==> src/rtl/debug_host_ctrl.sv <==
// Host-side master for the MIPS debug UART protocol: streams a program image,
// issues run/step commands and reassembles the returned dump into 32-bit words.
module debug_host_ctrl #(
  parameter int PROG_AW = 8,
  parameter int DUMP_WORDS = 65,
  parameter int NB_TIMEOUT = 24,
  parameter logic [7:0] CMD_LOAD = 8'h01,
  parameter logic [7:0] CMD_RUN = 8'h02,
  parameter logic [7:0] CMD_STEP = 8'h03
) (
  input  logic               i_clock,
  input  logic               i_reset,
  input  logic               i_start,
  input  logic [PROG_AW:0]   i_prog_len,
  input  logic [7:0]         i_step_count,
  output logic [PROG_AW-1:0] o_prog_addr,
  input  logic [7:0]         i_prog_data,
  output logic [7:0]         o_tx_data,
  output logic               o_tx_start,
  input  logic               i_tx_done,
  input  logic [7:0]         i_rx_data,
  input  logic               i_rx_done,
  output logic [31:0]        o_dump_word,
  output logic               o_dump_valid,
  output logic [7:0]         o_dump_index,
  output logic               o_busy,
  output logic               o_done,
  output logic               o_error,
  output logic [3:0]         o_state
);

  localparam logic [3:0] S_IDLE    = 4'd0;
  localparam logic [3:0] S_TX_LOAD = 4'd1;
  localparam logic [3:0] S_LEN_LO  = 4'd2;
  localparam logic [3:0] S_LEN_HI  = 4'd3;
  localparam logic [3:0] S_FETCH   = 4'd4;
  localparam logic [3:0] S_TX_BYTE = 4'd5;
  localparam logic [3:0] S_TX_EXEC = 4'd6;
  localparam logic [3:0] S_RX_DUMP = 4'd7;
  localparam logic [3:0] S_DONE    = 4'd8;
  localparam logic [3:0] S_ERROR   = 4'd9;

  localparam int unsigned MAX_LEN_I = 1 << PROG_AW;
  localparam logic [PROG_AW:0] MAX_LEN = MAX_LEN_I[PROG_AW:0];
  localparam int unsigned LAST_WORD_I = DUMP_WORDS - 1;
  localparam logic [7:0] LAST_WORD = LAST_WORD_I[7:0];

  logic [3:0]            state_reg;
  logic [PROG_AW:0]      len_reg;
  logic [7:0]            steps_reg;
  logic [PROG_AW:0]      addr_reg;
  logic [7:0]            tx_data_reg;
  logic                  tx_start_reg;
  logic [23:0]           shift_reg;
  logic [1:0]            byte_cnt_reg;
  logic [7:0]            word_cnt_reg;
  logic [NB_TIMEOUT-1:0] tmo_reg;
  logic [31:0]           dump_word_reg;
  logic                  dump_valid_reg;
  logic [7:0]            dump_index_reg;
  logic                  busy_reg;
  logic                  done_reg;
  logic                  error_reg;

  logic [15:0]      len_ext;
  logic [PROG_AW:0] addr_inc;
  logic [PROG_AW:0] start_len;
  logic [7:0]       exec_cmd;

  assign len_ext   = 16'(len_reg);
  assign addr_inc  = addr_reg + 1'b1;
  assign start_len = (i_prog_len > MAX_LEN) ? MAX_LEN : i_prog_len;
  assign exec_cmd  = (steps_reg == 8'd0) ? CMD_RUN : CMD_STEP;

  always_ff @(posedge i_clock or negedge i_reset) begin
    if (!i_reset) begin
      state_reg      <= S_IDLE;
      len_reg        <= '0;
      steps_reg      <= '0;
      addr_reg       <= '0;
      tx_data_reg    <= '0;
      tx_start_reg   <= 1'b0;
      shift_reg      <= '0;
      byte_cnt_reg   <= '0;
      word_cnt_reg   <= '0;
      tmo_reg        <= '0;
      dump_word_reg  <= '0;
      dump_valid_reg <= 1'b0;
      dump_index_reg <= '0;
      busy_reg       <= 1'b0;
      done_reg       <= 1'b0;
      error_reg      <= 1'b0;
    end else begin
      tx_start_reg   <= 1'b0;
      dump_valid_reg <= 1'b0;
      case (state_reg)
        S_IDLE, S_DONE, S_ERROR: begin
          if (i_start) begin
            len_reg      <= start_len;
            steps_reg    <= i_step_count;
            addr_reg     <= '0;
            busy_reg     <= 1'b1;
            done_reg     <= 1'b0;
            error_reg    <= 1'b0;
            tx_data_reg  <= CMD_LOAD;
            tx_start_reg <= 1'b1;
            state_reg    <= S_TX_LOAD;
          end
        end
        S_TX_LOAD: begin
          if (i_tx_done) begin
            tx_data_reg  <= len_ext[7:0];
            tx_start_reg <= 1'b1;
            state_reg    <= S_LEN_LO;
          end
        end
        S_LEN_LO: begin
          if (i_tx_done) begin
            tx_data_reg  <= len_ext[15:8];
            tx_start_reg <= 1'b1;
            state_reg    <= S_LEN_HI;
          end
        end
        S_LEN_HI: begin
          if (i_tx_done) begin
            if (len_reg == '0) begin
              tx_data_reg  <= exec_cmd;
              tx_start_reg <= 1'b1;
              state_reg    <= S_TX_EXEC;
            end else begin
              state_reg <= S_FETCH;
            end
          end
        end
        S_FETCH: begin
          tx_start_reg <= 1'b1;
          state_reg    <= S_TX_BYTE;
        end
        S_TX_BYTE: begin
          if (i_tx_done) begin
            addr_reg <= addr_inc;
            if (addr_inc == len_reg) begin
              tx_data_reg  <= exec_cmd;
              tx_start_reg <= 1'b1;
              state_reg    <= S_TX_EXEC;
            end else begin
              state_reg <= S_FETCH;
            end
          end
        end
        S_TX_EXEC: begin
          if (i_tx_done) begin
            byte_cnt_reg <= '0;
            word_cnt_reg <= '0;
            tmo_reg      <= '0;
            state_reg    <= S_RX_DUMP;
          end
        end
        S_RX_DUMP: begin
          if (i_rx_done) begin
            tmo_reg      <= '0;
            byte_cnt_reg <= byte_cnt_reg + 2'd1;
            if (byte_cnt_reg == 2'd3) begin
              dump_word_reg  <= {i_rx_data, shift_reg};
              dump_valid_reg <= 1'b1;
              dump_index_reg <= word_cnt_reg;
              word_cnt_reg   <= word_cnt_reg + 8'd1;
              if (word_cnt_reg == LAST_WORD) begin
                // Step mode loops back for another step until the count runs out.
                if (steps_reg > 8'd1) begin
                  steps_reg    <= steps_reg - 8'd1;
                  tx_data_reg  <= CMD_STEP;
                  tx_start_reg <= 1'b1;
                  state_reg    <= S_TX_EXEC;
                end else begin
                  if (steps_reg != 8'd0) steps_reg <= 8'd0;
                  busy_reg  <= 1'b0;
                  done_reg  <= 1'b1;
                  state_reg <= S_DONE;
                end
              end
            end else begin
              shift_reg <= {i_rx_data, shift_reg[23:8]};
            end
          end else if (tmo_reg == '1) begin
            busy_reg  <= 1'b0;
            error_reg <= 1'b1;
            state_reg <= S_ERROR;
          end else begin
            tmo_reg <= tmo_reg + 1'b1;
          end
        end
        default: state_reg <= S_IDLE;
      endcase
    end
  end

  // ROM output stays stable while the address is held, so it feeds the UART directly.
  assign o_tx_data    = (state_reg == S_TX_BYTE) ? i_prog_data : tx_data_reg;
  assign o_prog_addr  = addr_reg[PROG_AW-1:0];
  assign o_tx_start   = tx_start_reg;
  assign o_dump_word  = dump_word_reg;
  assign o_dump_valid = dump_valid_reg;
  assign o_dump_index = dump_index_reg;
  assign o_busy       = busy_reg;
  assign o_done       = done_reg;
  assign o_error      = error_reg;
  assign o_state      = state_reg;

endmodule

==> config.mk <==
export PLATFORM = sky130hd
export DESIGN_NAME = debug_host_ctrl
export DESIGN_NICKNAME = d
export VERILOG_FILES = /design/src/rtl/debug_host_ctrl.sv
export SDC_FILE = /design/constraint.sdc
export NUM_CORES = 1
export LEC_CHECK = 0
export CORE_UTILIZATION = 48
export DETAILED_ROUTE_END_ITERATION = 16
export GPL_TIMING_DRIVEN = 0
export PLACE_DENSITY = 0.72
export SYNTH_ARGS = -nofsm -noshare
export SYNTH_HDL_FRONTEND = slang
export SYNTH_SLANG_ARGS = --single-unit
==> constraint.sdc <==
create_clock -name i_clock -period 4.4 [get_ports i_clock]
set_input_delay 0.88 -clock i_clock [delete_from_list [all_inputs] [get_ports i_clock]]
set_output_delay 0.88 -clock i_clock [all_outputs]
set_load 0.02 [all_outputs]
==> results of run 1 <==
-- cells in the mapped netlist, types with 3 or more instances --
| cell | n |
|---|---|
| nand2_1 | 165 |
| dfrtp_1 | 141 |
| nor2_1 | 49 |
| o21ai_0 | 49 |
| mux2_2 | 32 |
| nand3_1 | 27 |
| clkbuf_1 | 24 |
| xor2_1 | 22 |
| a21oi_1 | 18 |
| nor3_1 | 14 |
| xnor2_1 | 14 |
| inv_1 | 13 |
| nand4_1 | 13 |
| nand2b_1 | 10 |
| and3_1 | 9 |
| buf_4 | 9 |
| nor4_1 | 9 |
| ha_1 | 8 |
| o31ai_1 | 8 |
| a22o_1 | 7 |
| buf_2 | 6 |
| a31oi_1 | 5 |
| nor2b_1 | 4 |
| o41ai_1 | 4 |
| or3_1 | 4 |
| a22oi_1 | 3 |
| and4_1 | 3 |
| o31a_1 | 3 |
-- logic make-up after synthesis --
family | share of synthesized area
and+or+nand+nor | 0.213
DFF | 0.513
AOI/OAI and AO/OA | 0.120
buffers and inverters | 0.0373
xor gates and xnor gates | 0.0458
muxes | 0.0560
adders and majority gates | 0.0145
-- report_power, final --
part	switching (mW)	internal, mW	leakage, nW	total (mW)
combinational	0.919	0.741	1.77	1.66
sequential	0.287	1.61	1.89	1.90
clock	0.562	0.839	0.264	1.40
-- worst max-delay path by stage --
stage | to | slack [ns]
after floorplan | o_tx_data[1] | 1.57
after global placement | shift_reg[20]$_DFFE_PN0P_ | -3.08
after detailed placement | o_tx_data[2] | 0.73
after CTS | o_tx_data[2] | 0.28
after global routing | o_tx_data[6] | 0.10
final | o_tx_data[2] | 0.29
-- layer usage --
| layer | track usage | vias up |
|---|---|---|
| met4 | 0.0841 | 0 |
| met1 | 0.308 | 2800 |
| met3 | 0.0730 | 18 |
| met5 | 0 | - |
| met2 | 0.382 | 161 |
| li1 | - | 2737 |
-- area by class of cell --
class | instances | area [sq um]
Buffer | 41 | 204
Clock buffer | 20 | 437
Clock inverter | 11 | 134
Fill cell | 1121 | 5220
Inverter | 14 | 52.6
Multi-Input combinational cell | 522 | 3100
Sequential cell | 141 | 3530
Tap cell | 180 | 225
Timing Repair Buffer | 102 | 1040
-- critical path, stage by stage (launching register included) --
cell and delay (ns):
dfrtp_1 0.41, clkbuf_1 0.34, nor4bb_1 0.26, clkbuf_1 0.38, clkbuf_1 0.49, mux2_2 0.39
clkdlybuf4s50_1 0.54
-- stage by stage --
| stage | TNS, ns | instance area [sq um] | total power [mW] |
|---|---|---|---|
| after floorplan | 0 | 6880 | 2.97 |
| after global placement | -432.46 | 8120 | 3.50 |
| after detailed placement | 0 | 8150 | 3.55 |
| after CTS | 0 | 8720 | 4.97 |
| after global routing | 0 | 8720 | 5.24 |
| final | 0 | 8720 | 4.96 |
==> flow_metrics.env, run 1 <==
export IMPL_status="finished clean"
export IMPL_power_density_nw_per_um2=569
export IMPL_drt_iter0_drc=378
export IMPL_cts_buffers=17
export IMPL_drive_gt1_frac=0.106
export IMPL_synthDistinctLibCells=64
export IMPL_post_cts_buffers=0
export IMPL_grt_max_degree=88
export IMPL_postRouteAntennaNets=0
export IMPL_area_growth_pct=26.7
export IMPL_layout_setup_ws_ns=0.286
export IMPL_met2_length_mm=7.97
export IMPL_fin_crit_ns=4.11
export IMPL_hpwl_mm=11.6
export IMPL_largest_register_ff_count=32
export IMPL_clock_skew_ns=0.0105
export IMPL_die_area_sq_um=14800
export IMPL_setup_viol_count_final=0
export IMPL_tritoncts="yes"
export IMPL_rsz0062_at_grt="no"
export IMPL_wl_met1_mm=7.38
export IMPL_leakage_nw=3.92
export IMPL_cp_startpoint="o_state[2]$_DFFE_PN0P_"
export IMPL_grt_pass1_vias=5650
export IMPL_regToRegStartpoint="o_state[1]$_DFFE_PN0P_"
export IMPL_wl_mm=16.6
export IMPL_cts_hold_buf=0
export IMPL_synth_top_cell_by_area="dfrtp_1"
export IMPL_r2r_end="tx_data_reg[0]$_DFFE_PN0P_"
export IMPL_layout_commonest_cell="nand2_1"
export IMPL_wire_per_inst_um=16.1
export IMPL_met3_wirelength_um=985
export IMPL_endpoint_kind="output pin"
export IMPL_drc=0
export IMPL_synth_async_sr_flop_share=1.00
export IMPL_r2r_setup_slack_ns=1.68
export IMPL_period_share=0.935
export IMPL_firstDrtPassIters=4
export IMPL_fp_dieW_um=122
export IMPL_cts_sinks=141
export IMPL_core_area_sq_um=13900
export IMPL_slew_headroom=0.305
export IMPL_ys_seq_area_frac=0.513
export IMPL_globalplace_congestion=0.867
export IMPL_vias_per_cell=5.54
export IMPL_insertion_delay_ns=0.42
export IMPL_yosys_warnings=0
export IMPL_ir_worst_vdd_v=0.000338
export IMPL_max_clock_path_buffers=2
export IMPL_worstRegToRegCells=7
export IMPL_max_freq_mhz=243
export IMPL_grt_overflow=0
export IMPL_fin_nets=885
export IMPL_synth_top_area_frac=0.513
export IMPL_start_kind="flop"
export IMPL_root_buffer="clkbuf_16"
export IMPL_synth_nets=764
export IMPL_grt_pass1_wl_mm=27.7
export IMPL_ys_flop_type="dfrtp_1"
export IMPL_cts_resized=0
export IMPL_grt_antenna_before_repair=0
export IMPL_diodes=0
export IMPL_io_pin_count=103
export IMPL_grt_use_total=0.239
export IMPL_final_cells=1031
export IMPL_final_core_util=0.626
export IMPL_initial_core_util=0.494
export IMPL_rows=43
export IMPL_hold_violations=0
export IMPL_critPathArrivalTime_ns=3.23
export IMPL_dp_cells=1000
export IMPL_syn_area_per_cell_sq_um=9.58
export IMPL_cts_max_level=4
export IMPL_hold_path_class="input pin to async pin"
export IMPL_vias=5716
export IMPL_synth_area_leaders="dfrtp_1 (51%), nand2_1 (9.0%), mux2_2 (5.2%), o21ai_0 (3.6%), xor2_1 (2.8%)"
export IMPL_die_y_um=122
export IMPL_synth_edf_count=0
export IMPL_portBuffers=101
export IMPL_max_cap_viol_count=0
export IMPL_ys_seq_elements=141
export IMPL_synth_cell_area_sq_um=6880
export IMPL_pre_cts_ws_ns=0.734
export IMPL_synthCells=718
export IMPL_tightestPinTransition_ns=1.03
export IMPL_clk_pin_slew_ns=0.06
export IMPL_layout_cells_most_common_list="nand2_1 (165), dfrtp_1 (141), clkdlybuf4s50_1 (100)"
export IMPL_timing_hold_ws_ns=0.405
export IMPL_path_class="flop to output pin"
export IMPL_critPathRequiredTime_ns=3.52
export IMPL_path_max_fanout=10
export IMPL_drv_slew=0
export IMPL_top_layer_used="met4"
Power figures use the tool's default switching activity.
==> inputs of run 2 (changes only) <==
==> constraint.sdc (replaced) <==
create_clock -name i_clock -period 3.9 [get_ports i_clock]
set_input_delay 0.78 -clock i_clock [delete_from_list [all_inputs] [get_ports i_clock]]
set_output_delay 0.78 -clock i_clock [all_outputs]
set_load 0.02 [all_outputs]
==> run 2 against run 1 <==
Against the previous run: combinational power grew 13%; clock power grew 13%; setup slack lost 0.083 ns; non-clock buffer count is the same; global-route usage is the same; flip-flop and latch count is the same; routed wire length shrank 0.15%; clock skew shrank 0.0018 ns; via count grew 0.38%; sequential power grew 13%; first-iteration DRC count shrank 6.6%; worst hold slack lost 0.099 ns; highest routed layer unchanged.
==> flow_metrics.env, run 2 (synthesized netlist as in run 1, its figures left out) <==
export IMPL_drv_slew=0
export IMPL_power_density_nw_per_um2=642
export IMPL_fin_nets=885
export IMPL_grt_max_degree=88
export IMPL_hold_violations=0
export IMPL_cts_hold_buf=0
export IMPL_cts_sinks=141
export IMPL_vias_per_cell=5.57
export IMPL_ir_worst_vdd_v=0.000382
export IMPL_worstRegToRegCells=7
export IMPL_rows=43
export IMPL_cts_buffers=17
export IMPL_wl_mm=16.6
export IMPL_clock_skew_ns=0.00874
export IMPL_tritoncts="yes"
export IMPL_diodes=0
export IMPL_cts_max_level=4
export IMPL_io_pin_count=103
export IMPL_max_cap_viol_count=0
export IMPL_cp_slowest_cell="clkdlybuf4s50_1"
export IMPL_drive_gt1_frac=0.108
export IMPL_rsz0062_at_grt="no"
export IMPL_cp_slowest_stage_delay_ns=0.54
export IMPL_path_max_fanout=10
export IMPL_firstDrtPassIters=4
export IMPL_grt_pass1_wl_mm=27.7
export IMPL_endpoint_kind="output pin"
export IMPL_critPathArrivalTime_ns=2.92
export IMPL_final_cells=1031
export IMPL_status="finished clean"
export IMPL_core_area_sq_um=13900
export IMPL_grt_overflow=0
export IMPL_worst_path_stages=6
export IMPL_slew_headroom=0.303
export IMPL_hpwl_mm=11.6
export IMPL_max_freq_mhz=271
export IMPL_fin_crit_ns=3.70
export IMPL_crit_family="buffers and inverters"
export IMPL_largest_register_ff_count=32
export IMPL_crit_top_cell="clkbuf_2"
export IMPL_tightestPinTransition_ns=1.04
export IMPL_grt_use_total=0.239
export IMPL_layout_cells_most_common_list="nand2_1 (165), dfrtp_1 (141), clkdlybuf4s50_1 (100)"
export IMPL_layout_setup_ws_ns=0.203
export IMPL_vias=5738
export IMPL_post_cts_buffers=0
export IMPL_root_buffer="clkbuf_16"
export IMPL_hold_path_class="input pin to async pin"
export IMPL_drc=0
export IMPL_drt_iter0_drc=353
export IMPL_max_clock_path_buffers=2
export IMPL_clk_pin_slew_ns=0.06
export IMPL_globalplace_congestion=0.867
export IMPL_crit_buf_inv=4
export IMPL_period_share=0.948
export IMPL_grt_antenna_before_repair=0
export IMPL_leakage_nw=3.93
export IMPL_setup_viol_count_final=0
export IMPL_die_y_um=122
export IMPL_wire_per_inst_um=16.1
export IMPL_layout_commonest_cell="nand2_1"
export IMPL_grt_pass1_vias=5650
export IMPL_setup_tns_final_ns=0
export IMPL_die_area_sq_um=14800
export IMPL_insertion_delay_ns=0.42
export IMPL_pre_cts_ws_ns=0.334
export IMPL_dp_cells=1000
export IMPL_power_mw=5.60
export IMPL_initial_core_util=0.494
export IMPL_critPathRequiredTime_ns=3.12
export IMPL_start_kind="flop"
export IMPL_portBuffers=101
export IMPL_postRouteAntennaNets=0
export IMPL_cp_cell_sequence="clkbuf_1, nor4bb_1, clkbuf_2, clkbuf_2, mux2_2, clkdlybuf4s50_1"
export IMPL_area_growth_pct=26.7
export IMPL_fp_dieW_um=122
export IMPL_path_class="flop to output pin"
==> run 2: final cells by class <==
| cell class | instances | area (sq um) |
|---|---|---|
| multi-input cells | 522 | 3100 |
| clock buffers | 20 | 437 |
| fillers | 1121 | 5220 |
| clock inverters | 11 | 134 |
| well taps | 180 | 225 |
| inverters | 14 | 52.6 |
| plain buffers | 41 | 206 |
| flip-flops and latches | 141 | 3530 |
| repair buffers | 102 | 1040 |
==> run 2: worst paths after layout <==
kind / from / end / slack (ns)
setup / recovery: o_state[2]$_DFFE_PN0P_ / o_tx_data[2] / 0.20
hold / removal: i_reset / addr_reg[6]$_DFFE_PN0P_ / 0.31
setup reg to reg: o_state[1]$_DFFE_PN0P_ / tx_data_reg[0]$_DFFE_PN0P_ / 1.17
hold reg to reg: shift_reg[7]$_DFFE_PN0P_ / o_dump_word[7]$_DFFE_PN0P_ / 0.47
max in group asynchronous: i_reset / shift_reg[10]$_DFFE_PN0P_ / 2.79
min in group i_clock: shift_reg[7]$_DFFE_PN0P_ / o_dump_word[7]$_DFFE_PN0P_ / 0.47
==> run 2: report_power, final <==
group | total [mW] | switching (mW) | internal, mW | leakage (nW)
Clock | 1.58 | 0.635 | 0.946 | 0.264
Combinational | 1.88 | 1.04 | 0.838 | 1.77
Sequential | 2.14 | 0.322 | 1.81 | 1.89
==> run 2: stage by stage <==
stage,cell area (sq um),hold slack [ns],utilization
floorplan,6880,0.435,-
global placement,8120,0.448,0.583
detailed placement,8150,0.460,0.585
CTS,8720,0.317,0.626
global route,8720,0.343,0.626
finish,8720,0.306,0.626
==> run 2: timing repair <==
item / 4_1_cts / 5_1_grt
gates resized for setup: 1 / 2
cloned: 0 / 0
setup endpoints to repair: 6 / 6
==> run 2: layer usage <==
metal | wire length (um) | track usage
met4 | 230 | 0.0841
met5 | 0 | 0
met2 | 7960 | 0.382
met1 | 7390 | 0.308
met3 | 975 | 0.0730
==> run 2: worst register-to-register path, cell delays in order, from the launching register on <==
cell	delay, ns
dfrtp_1	0.46
nor2_1	0.37
and3_1	0.22
clkbuf_1	0.35
a311oi_1	0.16
nor4_1	0.58
a31oi_4	0.15
mux2_4	0.33
==> inputs of run 3 (changes only) <==
--- a/config.mk
+++ b/config.mk
@@ -5,10 +5,11 @@
 export SDC_FILE = /design/constraint.sdc
 export NUM_CORES = 1
 export LEC_CHECK = 0
-export CORE_UTILIZATION = 48
+export CAP_MARGIN = 15
+export CORE_UTILIZATION = 35
 export DETAILED_ROUTE_END_ITERATION = 16
 export GPL_TIMING_DRIVEN = 0
-export PLACE_DENSITY = 0.72
+export SKIP_CTS_REPAIR_TIMING = 1
 export SYNTH_ARGS = -nofsm -noshare
 export SYNTH_HDL_FRONTEND = slang
 export SYNTH_SLANG_ARGS = --single-unit
==> run 3 against run 2 <==
Against the previous run: total power grew 0.71%; core utilization shrank 16 points; via count shrank 2.2%; clock-buffer cell count shrank 1; global-route usage shrank 6.1 points; fmax grew 0.81%; sequential share of layout area shrank 0.61 points; register-to-register slack is essentially flat; final cell count grew 8.0%; setup slack gained 0.030 ns; clock skew grew 0.0033 ns; final area grew 1.5%; critical endpoint unchanged; highest routed layer unchanged.
==> flow_metrics.env, run 3 (synthesized netlist as in run 1, its figures left out) <==
export IMPL_cp_slowest_stage_delay_ns=0.54
export IMPL_clockPowerShare=0.290
export IMPL_r2r_end="o_tx_start$_DFF_PN0_"
export IMPL_worstRegToRegCells=8
export IMPL_crit_family="buffers and inverters"
export IMPL_setup_tns_final_ns=0
export IMPL_tightestPinTransition_ns=0.841
export IMPL_cts_sinks=141
export IMPL_ir_worst_vdd_v=0.000391
export IMPL_core_area_sq_um=19000
export IMPL_slew_headroom=0.435
export IMPL_p_sw_frac=0.357
export IMPL_hold_violations=0
export IMPL_grt_overflow=0
export IMPL_r2r_setup_slack_ns=1.17
export IMPL_cts_max_level=4
export IMPL_grt_max_degree=86
export IMPL_final_core_util=0.465
export IMPL_intPower_mw=3.63
export IMPL_portBuffers=101
export IMPL_io_pin_count=103
export IMPL_drt_iter0_drc=427
export IMPL_cp_startpoint="o_state[0]$_DFFE_PN0P_"
export IMPL_power_mw=5.64
export IMPL_layout_cells_most_common_list="nand2_1 (165), dfrtp_1 (141), clkdlybuf4s50_1 (100)"
export IMPL_globalplace_congestion=0.875
export IMPL_root_buffer="clkbuf_16"
export IMPL_clk_pin_slew_ns=0.06
export IMPL_max_clock_path_buffers=2
export IMPL_power_density_nw_per_um2=637
export IMPL_drv_slew=0
export IMPL_drive_gt1_frac=0.114
export IMPL_grt_pass1_wl_mm=28.2
export IMPL_vias_per_cell=5.04
export IMPL_path_class="flop to output pin"
export IMPL_area_growth_pct=28.6
export IMPL_largest_register_ff_count=32
export IMPL_diodes=0
export IMPL_fin_area_sq_um=8850
export IMPL_placed_cell_area_sq_um=8250
export IMPL_crit_buf_inv=4
export IMPL_status="finished clean"
export IMPL_setup_viol_count_final=0
export IMPL_cp_slowest_cell="clkdlybuf4s50_1"
export IMPL_leakage_nw=3.95
export IMPL_start_kind="flop"
export IMPL_cts_buffers=17
export IMPL_seqPwrFrac=0.377
export IMPL_critPathArrivalTime_ns=2.89
export IMPL_layout_commonest_cell="nand2_1"
export IMPL_wire_per_inst_um=15.0
export IMPL_switchingPower_mw=2.01
export IMPL_crit_top_cell="clkbuf_2"
export IMPL_power_share_combinational=0.334
export IMPL_firstDrtPassIters=5
export IMPL_die_area_sq_um=20200
export IMPL_rsz0062_at_grt="no"
export IMPL_crit_end="o_tx_data[2]"
export IMPL_initial_core_util=0.362
export IMPL_regToRegStartpoint="addr_reg[0]$_DFFE_PN0P_"
export IMPL_endpoint_kind="output pin"
export IMPL_timing_hold_ws_ns=0.328
export IMPL_hold_path_class="input pin to async pin"
export IMPL_fin_nets=886
export IMPL_period_share=0.940
export IMPL_clock_skew_ns=0.0120
export IMPL_path_max_fanout=10
export IMPL_fp_dieW_um=142
export IMPL_max_cap_viol_count=0
export IMPL_grt_use_total=0.178
export IMPL_die_y_um=142
export IMPL_wl_mm=16.7
export IMPL_cp_cell_sequence="buf_2, nor4bb_1, clkbuf_2, clkbuf_2, mux2_2, clkdlybuf4s50_1"
export IMPL_worst_path_stages=6
export IMPL_postRouteAntennaNets=0
export IMPL_grt_pass1_vias=5464
export IMPL_fin_crit_ns=3.67
export IMPL_max_freq_mhz=273
export IMPL_hpwl_mm=11.6
export IMPL_drc=0
export IMPL_grt_antenna_before_repair=0
export IMPL_vias=5612
export IMPL_tritoncts="yes"
export IMPL_insertion_delay_ns=0.42
export IMPL_rows=50
export IMPL_critPathRequiredTime_ns=3.12
==> run 3: changes by cell type in the layout (fill, tap and decap cells not counted), sizes merged <==
cell / delta
clkbuf: -1
buf: +1
inv: +2
==> run 3: per-stage QoR <==
| stage | cells | setup WS, ns |
|---|---|---|
| floorplan | 718 | 1.17 |
| global placement | 1079 | -3.92 |
| detailed placement | 1080 | 0.182 |
| CTS | 1112 | -0.290 |
| global route | 1113 | 0.0652 |
| finish | 1113 | 0.233 |
==> run 3: worst min path at each step <==
stage,start,end,slack [ns],cells past startpoint
2_1_floorplan,shift_reg[0]$_DFFE_PN0P_,o_dump_word[0]$_DFFE_PN0P_,0.43,2
5_1_grt,i_reset,o_dump_word[23]$_DFFE_PN0P_,0.37,1
3_5_place_dp,shift_reg[0]$_DFFE_PN0P_,o_dump_word[0]$_DFFE_PN0P_,0.45,2
3_3_place_gp,shift_reg[2]$_DFFE_PN0P_,o_dump_word[2]$_DFFE_PN0P_,0.45,2
4_1_cts,i_reset,o_dump_index[2]$_DFFE_PN0P_,0.35,1
6_report,i_reset,o_dump_index[2]$_DFFE_PN0P_,0.33,1
==> run 3: worst register-to-register path, cell delays in order, from the launching register on <==
cell and delay, ns:
dfrtp_1 0.49, ha_1 0.19, clkbuf_1 0.41, nand3_1 0.23, xnor2_1 0.19, nor4_1 0.25, o31a_1 0.30, a21boi_0 0.17
o41ai_1 0.36
==> run 3: area by class of cell <==
cell class	instances	area, sq um
Timing Repair Buffer	103	1040
Fill cell	1858	10200
Tap cell	260	325
Buffer	41	208
Multi-Input combinational cell	522	3100
Clock buffer	19	443
Inverter	14	52.6
Sequential cell	141	3530
Clock inverter	13	154
==> run 3: power by group through the flow <==
stage	clock, mW	combinational, mW	sequential [mW]
2_1_floorplan	0	1.23	2.12
3_3_place_gp	0	1.85	2.14
3_5_place_dp	0	1.87	2.15
4_1_cts	1.67	1.88	2.12
5_1_grt	1.73	2.08	2.18
6_report	1.63	1.88	2.12
==> run 3: layer usage <==
metal	routed length, um	share of wire	track usage	vias to the layer above
li1	-	-	-	2745
met1	8390	0.50	0.252	2717
met2	7410	0.44	0.270	139
met3	762	0.045	0.0400	11
met4	187	0.011	0.0549	0
met5	0	0	0	-
